$ cat src/rtl/cache_sram_ctrl_pkg.sv
// Shared types for the cache SRAM sequencer/arbiter.
// Line geometry, coherence states and controller FSM encoding.
package cache_sram_ctrl_pkg;

  localparam int INDEX_W = 9;
  localparam int TAG_W   = 20;
  localparam int LINE_W  = 32;

  typedef logic [INDEX_W-1:0] addr_index;
  typedef logic [TAG_W-1:0]   addr_tag;
  typedef logic [LINE_W-1:0]  line;

  typedef enum logic [1:0] {
    INVALID   = 2'd0,
    SHARED    = 2'd1,
    EXCLUSIVE = 2'd2,
    MODIFIED  = 2'd3
  } line_state;

  typedef enum logic {
    INIT = 1'b0,
    RUN  = 1'b1
  } ctrl_state_e;

  localparam int DEPTH = 1 << $bits(addr_index);

  typedef struct packed {
    logic      data_en;
    logic      state_en;
    addr_tag   tag;
    line       data;
    line_state state;
  } fwd_t;

endpackage

$ cat src/rtl/cache_rr_arbiter.sv
// Two-way round-robin arbiter with a registered last-grant bit.
// Reset leaves requester 1 as last winner so requester 0 wins first.
module cache_rr_arbiter (
  input  logic       clk,
  input  logic       rst_n,
  input  logic       en,
  input  logic [1:0] valid,
  output logic [1:0] grant
);

  logic last_q, last_d;

  always_comb begin
    grant  = 2'b00;
    last_d = last_q;
    if (en) begin
      unique case (valid)
        2'b01:   grant = 2'b01;
        2'b10:   grant = 2'b10;
        2'b11:   grant = last_q ? 2'b01 : 2'b10;
        default: grant = 2'b00;
      endcase
    end
    if (grant[1]) last_d = 1'b1;
    else if (grant[0]) last_d = 1'b0;
  end

  always_ff @(posedge clk) begin
    if (!rst_n) last_q <= 1'b1;
    else        last_q <= last_d;
  end

endmodule

$ cat src/rtl/cache_sram_ctrl.sv
// Init sweep plus read/write port arbitration for the cache SRAM.
// Same-cycle writes to the read index are forwarded into the response.
module cache_sram_ctrl
  import cache_sram_ctrl_pkg::*;
(
  input  logic                  clk,
  input  logic                  rst_n,
  input  logic      [1:0]       rd_valid,
  input  addr_index [1:0]       rd_index,
  output logic      [1:0]       rd_ready,
  output logic      [1:0]       rd_resp_valid,
  output addr_tag               rd_tag,
  output line                   rd_data,
  output line_state             rd_state,
  input  logic      [1:0]       wr_valid,
  input  addr_index [1:0]       wr_index,
  input  logic      [1:0]       wr_data_en,
  input  logic      [1:0]       wr_state_en,
  input  addr_tag   [1:0]       wr_tag,
  input  line       [1:0]       wr_data,
  input  line_state [1:0]       wr_state,
  output logic      [1:0]       wr_ready,
  output logic                  init_done,
  output addr_index             sram_index_rd,
  output addr_index             sram_index_wr,
  output logic                  sram_write_data,
  output logic                  sram_write_state,
  output addr_tag               sram_tag_wr,
  output line                   sram_data_wr,
  output line_state             sram_state_wr,
  input  addr_tag               sram_tag_rd,
  input  line                   sram_data_rd,
  input  line_state             sram_state_rd
);

  ctrl_state_e state_q, state_d;
  addr_index   cnt_q, cnt_d;
  logic        init_done_q, init_done_d;
  logic [1:0]  resp_q, resp_d;
  fwd_t        fwd_q, fwd_d;

  logic [1:0] rd_gnt, wr_gnt;
  logic       rd_g, wr_g, run, hit;

  assign run  = (state_q == RUN);
  assign rd_g = rd_gnt[1];
  assign wr_g = wr_gnt[1];

  cache_rr_arbiter u_rd_arb (
    .clk   (clk),
    .rst_n (rst_n),
    .en    (run),
    .valid (rd_valid),
    .grant (rd_gnt)
  );

  cache_rr_arbiter u_wr_arb (
    .clk   (clk),
    .rst_n (rst_n),
    .en    (run),
    .valid (wr_valid),
    .grant (wr_gnt)
  );

  assign hit = (|rd_gnt) && (|wr_gnt) &&
               (rd_index[rd_g] == wr_index[wr_g]);

  always_comb begin
    state_d     = state_q;
    cnt_d       = cnt_q;
    init_done_d = init_done_q;
    if (state_q == INIT) begin
      cnt_d = cnt_q + addr_index'(1);
      if (cnt_q == addr_index'(DEPTH - 1)) begin
        state_d     = RUN;
        init_done_d = 1'b1;
      end
    end
    resp_d         = rd_gnt;
    fwd_d.data_en  = hit & wr_data_en[wr_g];
    fwd_d.state_en = hit & wr_state_en[wr_g];
    fwd_d.tag      = wr_tag[wr_g];
    fwd_d.data     = wr_data[wr_g];
    fwd_d.state    = wr_state[wr_g];
  end

  always_ff @(posedge clk) begin
    if (!rst_n) begin
      state_q     <= INIT;
      cnt_q       <= '0;
      init_done_q <= 1'b0;
      resp_q      <= 2'b00;
      fwd_q       <= '0;
    end else begin
      state_q     <= state_d;
      cnt_q       <= cnt_d;
      init_done_q <= init_done_d;
      resp_q      <= resp_d;
      fwd_q       <= fwd_d;
    end
  end

  assign rd_ready      = rd_gnt;
  assign wr_ready      = wr_gnt;
  assign rd_resp_valid = resp_q;
  assign init_done     = init_done_q;

  assign sram_index_rd = rd_index[rd_g];
  assign sram_index_wr = run ? wr_index[wr_g] : cnt_q;

  assign sram_write_data  = (|wr_gnt) & wr_data_en[wr_g];
  assign sram_write_state = run ? ((|wr_gnt) & wr_state_en[wr_g])
                                : 1'b1;
  assign sram_tag_wr      = wr_tag[wr_g];
  assign sram_data_wr     = wr_data[wr_g];
  assign sram_state_wr    = run ? wr_state[wr_g] : INVALID;

  // Response fields come from the forwarded write only where enabled.
  assign rd_tag   = fwd_q.data_en  ? fwd_q.tag   : sram_tag_rd;
  assign rd_data  = fwd_q.data_en  ? fwd_q.data  : sram_data_rd;
  assign rd_state = fwd_q.state_en ? fwd_q.state : sram_state_rd;

endmodule
$ cat config.mk
export PLATFORM = sky130hd
export DESIGN_NAME = cache_sram_ctrl
export DESIGN_NICKNAME = d
export VERILOG_FILES = /design/src/rtl/cache_sram_ctrl_pkg.sv /design/src/rtl/cache_rr_arbiter.sv /design/src/rtl/cache_sram_ctrl.sv
export SDC_FILE = /design/constraint.sdc
export NUM_CORES = 1
export LEC_CHECK = 0
export BUFFER_PORTS_ARGS = -buffer_cell sky130_fd_sc_hd__buf_2
export CAP_MARGIN = 20
export CORE_AREA = 2 2 134 136
export CTS_CLUSTER_DIAMETER = 50
export CTS_CLUSTER_SIZE = 8
export DETAILED_ROUTE_END_ITERATION = 10
export DIE_AREA = 0 0 136 138
export GPL_ROUTABILITY_DRIVEN = 0
export PLACE_DENSITY = 0.56
export SLEW_MARGIN = 20
export SYNTH_ARGS = -nofsm -noshare
export SYNTH_HDL_FRONTEND = slang
export SYNTH_SLANG_ARGS = --single-unit
$ cat constraint.sdc
create_clock -name clk -period 2.1 [get_ports clk]
set_input_delay 0.21 -clock clk [delete_from_list [all_inputs] [get_ports clk]]
set_output_delay 0.21 -clock clk [all_outputs]
set_load 0.01 [all_outputs]
==> flow_summary.toml, run 1 <==
[run_status]
outcome = "completed"

[floorplanning]
io_pins = 343
die_x_um = 136
die_h_um = 138
design.die.area_mm2 = 0.01877
start_util_pct = 24.43
core_mm2 = 0.01753
rows = 49

[placement]
io_buffers = 342
dp.final_hpwl_um = 10720
pre_cts_ws_ns = 0.01503
place_area_mm2 = 0.005947

[clock_tree]
insertion_delay_ns = 0.33
clockRootBuffer = "clkbuf_16"
cts_hold_buf = 0
post-cts-setup-buffer-count = 0
clk_pin_slew_ns = 0.06
numCtsBuffers = 9
clock-sinks = 71
htreeDepth = 3
cts.path.max_buffers = 2
cts_tree = "done"

[worst_hold_path]
hold_path_startpoint = "wr_state[2]"
whs_path_depth = 3
holdCritPathClass = "input pin to flop"
whs_endpoint = "fwd_q[0]"

[grt]
grt_usage_pct = 13.80
antenna_found_initial = 0
grt-ovfl-total = 0
grt_pass1_vias = 3968
grt_pass1_wl_um = 20000
grt_max_degree = 56

[cells_and_area]
drive_gt1_share_pct = 69.75
design_area_mm2 = 0.006376
nets = 929
post-route-util_pct = 36.36
layout_commonest_cell = "buf_2"
num-fill-cells = 1786
antenna_cells = 0
syn_to_final_growth_pct = 48.83
layout.cells.most_common_list = "342 x buf_2, 115 x mux2_2, 67 x dfxtp_1"

[setup_path]
end_kind = "flop"
r2r_cells = 7
critPathBufInv = 1
r2r_setup_slack_ns = 0.05
path_max_fanout = 5
rr_startpoint = "run"
critPathKind = "flop to flop"
path_cells = "nand2_2, a21o_4, buf_12, mux2_2, xnor2_1, or4_4, nor4_4"
crit_family = "simple AND/OR/NAND/NOR gates"
arrival_ns = 2.29
crit_required_ns = 2.34
critPathSlowestCell = "or4_4"
crit_path_start_kind = "flop"
rr_endpoint = "fwd_q[54]"
cp_slowest_stage_delay_ns = 0.57

[routing]
wl_um = 13470
via_per_inst = 4.131
drtPass1Iterations = 4
drtIter0Drc = 105
wl_per_cell_um = 14.13
route.detailed.drc = 0
antenna_left = 0
vias = 3937

[timing]
finClkSkew_ns = 0.007143
max_freq_ghz = 0.4886
finalSetupViolations = 0
slew_headroom_pct = 70.37
rsz0062_at_grt = "yes"
min_period_ns = 2.047
timing.hold.ws_ns = 0.1317
finalMaxSlewViolations = 0
hold_viol_final = 0
tightest_slew_ns = 0.4321
final.setup.tns_ns = 0
worst_slack_ns = 0.05326
min_period_over_period_pct = 97.46

[synthesis]
synth_enable_flop_cells = 0
syn-cell-area_mm2 = 0.004284
syn-instance-count = 425
yosysUniqueCellTypes = 35
synth_fp_nets = 635
synth_ff_type = "dfxtp_1"
synth-seq-area-share_pct = 33.18
ys_ff_latch = 71
synth_async_sr_flop_share_pct = 0
syn_avg_cell_area_um2 = 10.08
yosysWarnings = 0

[run]
maxCapViolCount = 0

[pwr]
power_density_mw_per_mm2 = 597.6
vdd_drop_max_v = 0.0003744
cellLeakagePower_uw = 0.003201
worst min-delay path: cells and delay by family:
| kind | cells | cell delay [ns] |
|---|---|---|
| mux | 1 | 0.07 |
| simple gates | 1 | 0.08 |
| buf+inv | 1 | 0.07 |
kinds of logic after synthesis:
kind of cell / Yosys count / share of synthesized area [%]
and+or+nand+nor: 105 / 13.46
xor gates and xnor gates: 15 / 3.067
adders and majority gates: 2 / 0.5840
buffers and inverters: 82 / 12.06
AOI/OAI and AO/OA: 20 / 3.038
muxes: 130 / 34.61
DFF: 71 / 33.18
registers in the layout, summed over array words and instances (netlist names):
register,count
cnt_q,9
run,1
u_rd_arb.last_q,1
rd_resp_valid,2
u_wr_arb.last_q,1
fwd_q,56
init_done,1
area by class of cell:
type | instances | area (um^2) | share of cell area [%]
Clock buffer | 11 | 232.7 | 3.650
Sequential cell | 71 | 1426 | 22.37
Timing Repair Buffer | 359 | 1906 | 29.89
Multi-Input combinational cell | 272 | 2396 | 37.58
Clock inverter | 5 | 106.4 | 1.668
Inverter | 6 | 22.52 | 0.3532
Tap cell | 229 | 286.5 | 4.494
how the worst max path moves through the flow:
stage,slack [ns],start,cells after the start,endpoint
finish,0.05,run,7,fwd_q[54]
global route,-0.06,run,8,fwd_q[55]
CTS,0.02,u_rd_arb.last_q,6,fwd_q[54]
detailed placement,0.02,wr_valid[1],7,fwd_q[54]
global placement,0.06,wr_valid[1],7,fwd_q[54]
floorplan,0.04,run,7,fwd_q[54]
metrics by stage:
stage	total power [uW]	std cells
floorplan	1804	425
global placement	2100	936
detailed placement	2102	936
CTS	3870	952
global route	4006	953
finish	3810	953
synthesized netlist by cell type, types with 6 or more instances:
library cell,number,area (um^2)
inv_1,6,22.52
nand2_1,7,26.28
mux2_2,115,1295
nor2_1,29,108.9
buf_4,52,390.4
xor2_1,6,52.55
and2_1,54,337.8
mux2i_1,12,120.1
clkbuf_1,14,52.55
dfxtp_1,71,1421
xnor2_1,9,78.83
a21oi_1,12,60.06
report_power, final:
part	switching, uW	total (uW)	internal (uW)	leakage (uW)
combinational	281	645	364	0.00245
clock	574	1740	1160	0.000160
sequential	19.6	1430	1410	0.000588
total	875	3810	2940	0.00320
per-layer routing:
metal	global-route usage [%]	vias up	part of all wire, %
met5	0	-	0
met4	4.550	0	1.4
met3	4.804	15	8.5
met2	25.50	200	52
met1	14.35	1751	38
li1	-	1971	-
what timing repair did:
item | CTS | global route
gates resized for setup | 2 | 12
endpoints found under the setup margin | 40 | 48
gates cloned | 0 | 1
pin swaps | 0 | 5
Power figures use the tool's default switching activity.
==> run 2, diff against run 1 <==
--- a/config.mk
+++ b/config.mk
@@ -7,13 +7,13 @@
 export LEC_CHECK = 0
 export BUFFER_PORTS_ARGS = -buffer_cell sky130_fd_sc_hd__buf_2
 export CAP_MARGIN = 20
-export CORE_AREA = 2 2 134 136
+export CORE_AREA = 4 4 132 134
 export CTS_CLUSTER_DIAMETER = 50
 export CTS_CLUSTER_SIZE = 8
 export DETAILED_ROUTE_END_ITERATION = 10
 export DIE_AREA = 0 0 136 138
 export GPL_ROUTABILITY_DRIVEN = 0
-export PLACE_DENSITY = 0.56
+export PLACE_DENSITY = 0.59
 export SLEW_MARGIN = 20
 export SYNTH_ARGS = -nofsm -noshare
 export SYNTH_HDL_FRONTEND = slang
==> flow_summary.toml, run 2 (same netlist as run 1, synthesis figures left out) <==
[run_status]
outcome = "completed"

[pwr]
power_frac_clock_pct = 42.4
vdd_drop_max_v = 0.0003097
cellLeakagePower_uw = 0.003241
p_switching_uw = 907.6
power_density_mw_per_mm2 = 562.8
intPower_uw = 2706
comb_power_share_pct = 18.1
seqPwrFrac_pct = 39.5
swShare_pct = 25.12

[clock_tree]
cts_hold_buf = 0
cts_tree = "done"
htreeDepth = 3
insertion_delay_ns = 0.34
cts.path.max_buffers = 2
clockRootBuffer = "clkbuf_16"
clk_pin_slew_ns = 0.06
clock-sinks = 71
numCtsBuffers = 9

[timing]
final.setup.tns_ns = 0
min_period_over_period_pct = 98.99
min_period_ns = 2.079
rsz0062_at_grt = "yes"
slew_headroom_pct = 69.75
finClkSkew_ns = 0.01012
tightest_slew_ns = 0.4538
hold_viol_final = 0
finalMaxSlewViolations = 0
timing.hold.ws_ns = 0.1387
max_freq_ghz = 0.4811
finalSetupViolations = 0

[cells_and_area]
design_area_mm2 = 0.006421
regMostFlops = "fwd_q"
syn_to_final_growth_pct = 49.88
post-route-util_pct = 39.42
drive_gt1_share_pct = 70.18
layout.cells.most_common_list = "342 x buf_2, 112 x mux2_2, 68 x dfxtp_1"
antenna_cells = 0
num-fill-cells = 1652
largest_reg_flops = 56
nets = 936
layout_commonest_cell = "buf_2"

[setup_path]
crit_required_ns = 2.35
arrival_ns = 2.33
path_max_fanout = 5
r2r_cells = 7
rr_endpoint = "fwd_q[54]"
critPathKind = "flop to flop"
rr_startpoint = "run"
crit_path_start_kind = "flop"
end_kind = "flop"
r2r_setup_slack_ns = 0.02

[grt]
grt_usage_pct = 14.53
grt_max_degree = 56
grt_pass1_wl_um = 21230
antenna_found_initial = 0
grt-ovfl-total = 0
grt_pass1_vias = 4010

[routing]
via_per_inst = 4.229
vias = 4022
wl_per_cell_um = 15.21
route.detailed.drc = 0
drtPass1Iterations = 4
drtIter0Drc = 100
wl_um = 14470
antenna_left = 0

[placement]
io_buffers = 342
dp.final_hpwl_um = 11460
place_area_mm2 = 0.005938

[worst_hold_path]
holdCritPathClass = "input pin to flop"
whs_path_depth = 3
whs_endpoint = "fwd_q[1]"
hold_path_startpoint = "wr_state[3]"

[floorplanning]
rows = 47
die_x_um = 136
design.die.area_mm2 = 0.01877
io_pins = 343
core_mm2 = 0.01629
start_util_pct = 26.30
die_h_um = 138

[run]
maxCapViolCount = 0
-- run 2: cell types whose count changed in the layout (fill, tap and decap cells not counted), moves of 2 or more --
| cell | previous run | this run |
|---|---|---|
| buf_12 | 2 | 4 |
| mux2_4 | 0 | 3 |
| clkinv_4 | 1 | 3 |
| buf_4 | 12 | 16 |
| bufinv_16 | 3 | 1 |
| mux2_2 | 115 | 112 |
-- run 2: area by class of cell --
cell class	instances	area [um^2]	share of cell area (%)
timing repair buffer	365	1976	30.77
sequential	71	1425	22.19
clock inverter	6	71.32	1.111
tap	220	275.3	4.287
inverter	6	22.52	0.3507
clock buffer	10	229.0	3.566
multi-input combinational	273	2422	37.72
-- run 2: timing repair --
item                       4_1_cts  5_1_grt
pin swaps                        4        6
resized for setup               12        8
buffers inserted                 2        1
setup endpoints to repair       56       17
gates cloned                     2        1
-- run 2: power groups by stage --
stage / Sequential, uW / Combinational, uW / Clock (uW)
2_1_floorplan: 1450 / 355 / 0
3_3_place_gp: 1460 / 641 / 0
3_5_place_dp: 1460 / 644 / 0
4_1_cts: 1430 / 657 / 1600
5_1_grt: 1430 / 719 / 1650
6_report: 1430 / 654 / 1530
-- run 2: worst max path at each step --
stage / from / to / cells past startpoint
2_1_floorplan: run / fwd_q[54] / 7
3_3_place_gp: rd_valid[1] / fwd_q[55] / 9
3_5_place_dp: rd_valid[1] / fwd_q[54] / 9
4_1_cts: u_wr_arb.last_q / fwd_q[54] / 6
5_1_grt: run / fwd_q[54] / 7
6_report: run / fwd_q[54] / 7
-- run 2: layer usage --
| layer | GRT usage, % | vias to the layer above | wire length, um |
|---|---|---|---|
| met5 | 0 | - | 0 |
| met4 | 5.942 | 0 | 340 |
| met3 | 4.360 | 24 | 1418 |
| met2 | 25.79 | 216 | 7210 |
| met1 | 15.99 | 1795 | 5495 |
| li1 | - | 1987 | - |
-- run 2: worst max-delay path: stages, from the launching register on --
cell and delay [ns]:
dfxtp_2 0.33, nand2_2 0.06, a21o_4 0.21, buf_12 0.13, mux2_4 0.30, xnor2_1 0.13
or4_4 0.56, nor4_4 0.28
-- run 2: per-stage QoR --
stage          worst slack (ns)  cells  total power (uW)
2_1_floorplan           0.03937    425              1804
4_1_cts                -0.01365    949              3690
6_report                0.02126    951              3614
5_1_grt                -0.01937    951              3807
3_3_place_gp            0.04543    929              2098
3_5_place_dp           -0.02757    929              2103
==> run 3, diff against run 2 <==
--- a/config.mk
+++ b/config.mk
@@ -13,7 +13,7 @@
 export DETAILED_ROUTE_END_ITERATION = 10
 export DIE_AREA = 0 0 136 138
 export GPL_ROUTABILITY_DRIVEN = 0
-export PLACE_DENSITY = 0.59
+export PLACE_DENSITY = 0.57
 export SLEW_MARGIN = 20
 export SYNTH_ARGS = -nofsm -noshare
 export SYNTH_HDL_FRONTEND = slang
==> constraint.sdc (replaced) <==
create_clock -name clk -period 2.5 [get_ports clk]
set_input_delay 0.25 -clock clk [delete_from_list [all_inputs] [get_ports clk]]
set_output_delay 0.25 -clock clk [all_outputs]
set_load 0.01 [all_outputs]
==> flow_summary.toml, run 3 (same netlist as run 1, synthesis figures left out) <==
[run_status]
outcome = "completed"

[setup_path]
path_max_fanout = 36
crit_required_ns = 2.25
crit_start = "run"
r2r_cells = 5
rr_startpoint = "u_rd_arb.last_q"
crit_path_start_kind = "flop"
end_kind = "primary output"
rr_endpoint = "fwd_q[55]"
r2r_setup_slack_ns = 0.23
critPathCapture = "sram_data_wr[28]"
arrival_ns = 2.08
critPathKind = "flop to primary output"

[floorplanning]
die_h_um = 138
start_util_pct = 26.30
rows = 47
core_mm2 = 0.01629
io_pins = 343
design.die.area_mm2 = 0.01877
die_x_um = 136

[routing]
wl_um = 14390
drtPass1Iterations = 4
met1_length_um = 5401
via_per_inst = 4.215
wl_per_cell_um = 15.42
antenna_left = 0
route.detailed.drc = 0
wl_met2_um = 7272
top_layer_used = "met4"
vias = 3933
drtIter0Drc = 83
dr_wl_met3_um = 1448

[clock_tree]
clk_pin_slew_ns = 0.06
cts_hold_buf = 0
insertion_delay_ns = 0.33
cts.path.max_buffers = 2
cts_tree = "done"
clockRootBuffer = "clkbuf_16"
numCtsBuffers = 9
htreeDepth = 3
clock-sinks = 71

[timing]
rsz0062_at_grt = "no"
finClkSkew_ns = 0.003280
slew_headroom_pct = 69.46
tightest_slew_ns = 0.4582
max_freq_ghz = 0.4290
timing.hold.ws_ns = 0.1848
hold_viol_final = 0
finalSetupViolations = 0
min_period_ns = 2.331
min_period_over_period_pct = 93.25
final.setup.tns_ns = 0
finalMaxSlewViolations = 0

[grt]
grt_pass1_wl_um = 21490
antenna_found_initial = 0
grt_pass1_vias = 4071
grt-ovfl-total = 0
grt_max_degree = 56
grt_usage_pct = 14.62

[pwr]
power_frac_clock_pct = 47.5
comb_power_share_pct = 16.1
power_density_mw_per_mm2 = 530.9
p_switching_uw = 736.8
vdd_drop_max_v = 0.0003060
intPower_uw = 2555
seqPwrFrac_pct = 36.4
swShare_pct = 22.38
cellLeakagePower_uw = 0.003144

[placement]
dp.final_hpwl_um = 11670
place_inst = 917
io_buffers = 342

[cells_and_area]
layout_commonest_cell = "buf_2"
antenna_cells = 0
largest_reg_flops = 56
nets = 918
regMostFlops = "fwd_q"
finalNonFillerCells = 933
syn_to_final_growth_pct = 44.74
layout.cells.most_common_list = "342 x buf_2, 115 x mux2_2, 70 x dfxtp_1"
drive_gt1_share_pct = 68.16

[worst_hold_path]
hold_path_startpoint = "wr_state[1]"
holdCritPathClass = "input pin to flop"

[run]
maxCapViolCount = 0
-- run 3: worst min path at each step --
stage / end / cells after the start
6_report: fwd_q[1] / 3
4_1_cts: fwd_q[1] / 3
3_5_place_dp: init_done / 2
2_1_floorplan: fwd_q[0] / 2
5_1_grt: fwd_q[0] / 3
3_3_place_gp: init_done / 2
-- run 3: through the flow --
stage               utilization [%]  area, um^2  setup WS [ns]  power, uW
floorplan                         -        4284         0.4394       1516
global placement              35.82        5836         0.2332       1757
detailed placement            35.82        5836         0.1782       1760
CTS                           38.04        6197        0.01423       3362
global route                  38.07        6201        0.07850       3456
finish                        38.07        6201         0.1688       3292
-- run 3: layer usage --
| metal | GRT usage (%) | vias up |
|---|---|---|
| li1 | - | 1950 |
| met5 | 0 | - |
| met3 | 4.578 | 19 |
| met2 | 26.68 | 225 |
| met1 | 15.92 | 1739 |
| met4 | 4.615 | 0 |
-- run 3: repair_timing --
item | in CTS | in global routing
endpoints found under the hold margin | 0 | 0
endpoints found under the setup margin | 0 | 32
gates resized for setup | 0 | 1
buffers inserted | 0 | 0
-- run 3: final cells by class --
| class | instances | area (um^2) |
|---|---|---|
| Clock buffer | 10 | 229.0 |
| Clock inverter | 6 | 132.6 |
| Fill cell | 1701 | 10090 |
| Inverter | 6 | 22.52 |
| Multi-Input combinational cell | 272 | 2346 |
| Sequential cell | 71 | 1423 |
| Tap cell | 220 | 275.3 |
| Timing Repair Buffer | 348 | 1773 |
-- run 3: worst max-delay path, stage by stage, from the launching register on --
cell     delay (ns)
dfxtp_1        0.31
buf_4          0.23
nand2_4        0.26
buf_6          0.36
mux2_2         0.39
buf_2          0.15
-- run 3: power groups by stage --
stage | Clock [uW] | Sequential (uW) | Combinational (uW)
detailed placement | 0 | 1220 | 536
CTS | 1620 | 1200 | 539
global route | 1670 | 1200 | 584
floorplan | 0 | 1220 | 298
finish | 1560 | 1200 | 529
global placement | 0 | 1220 | 534
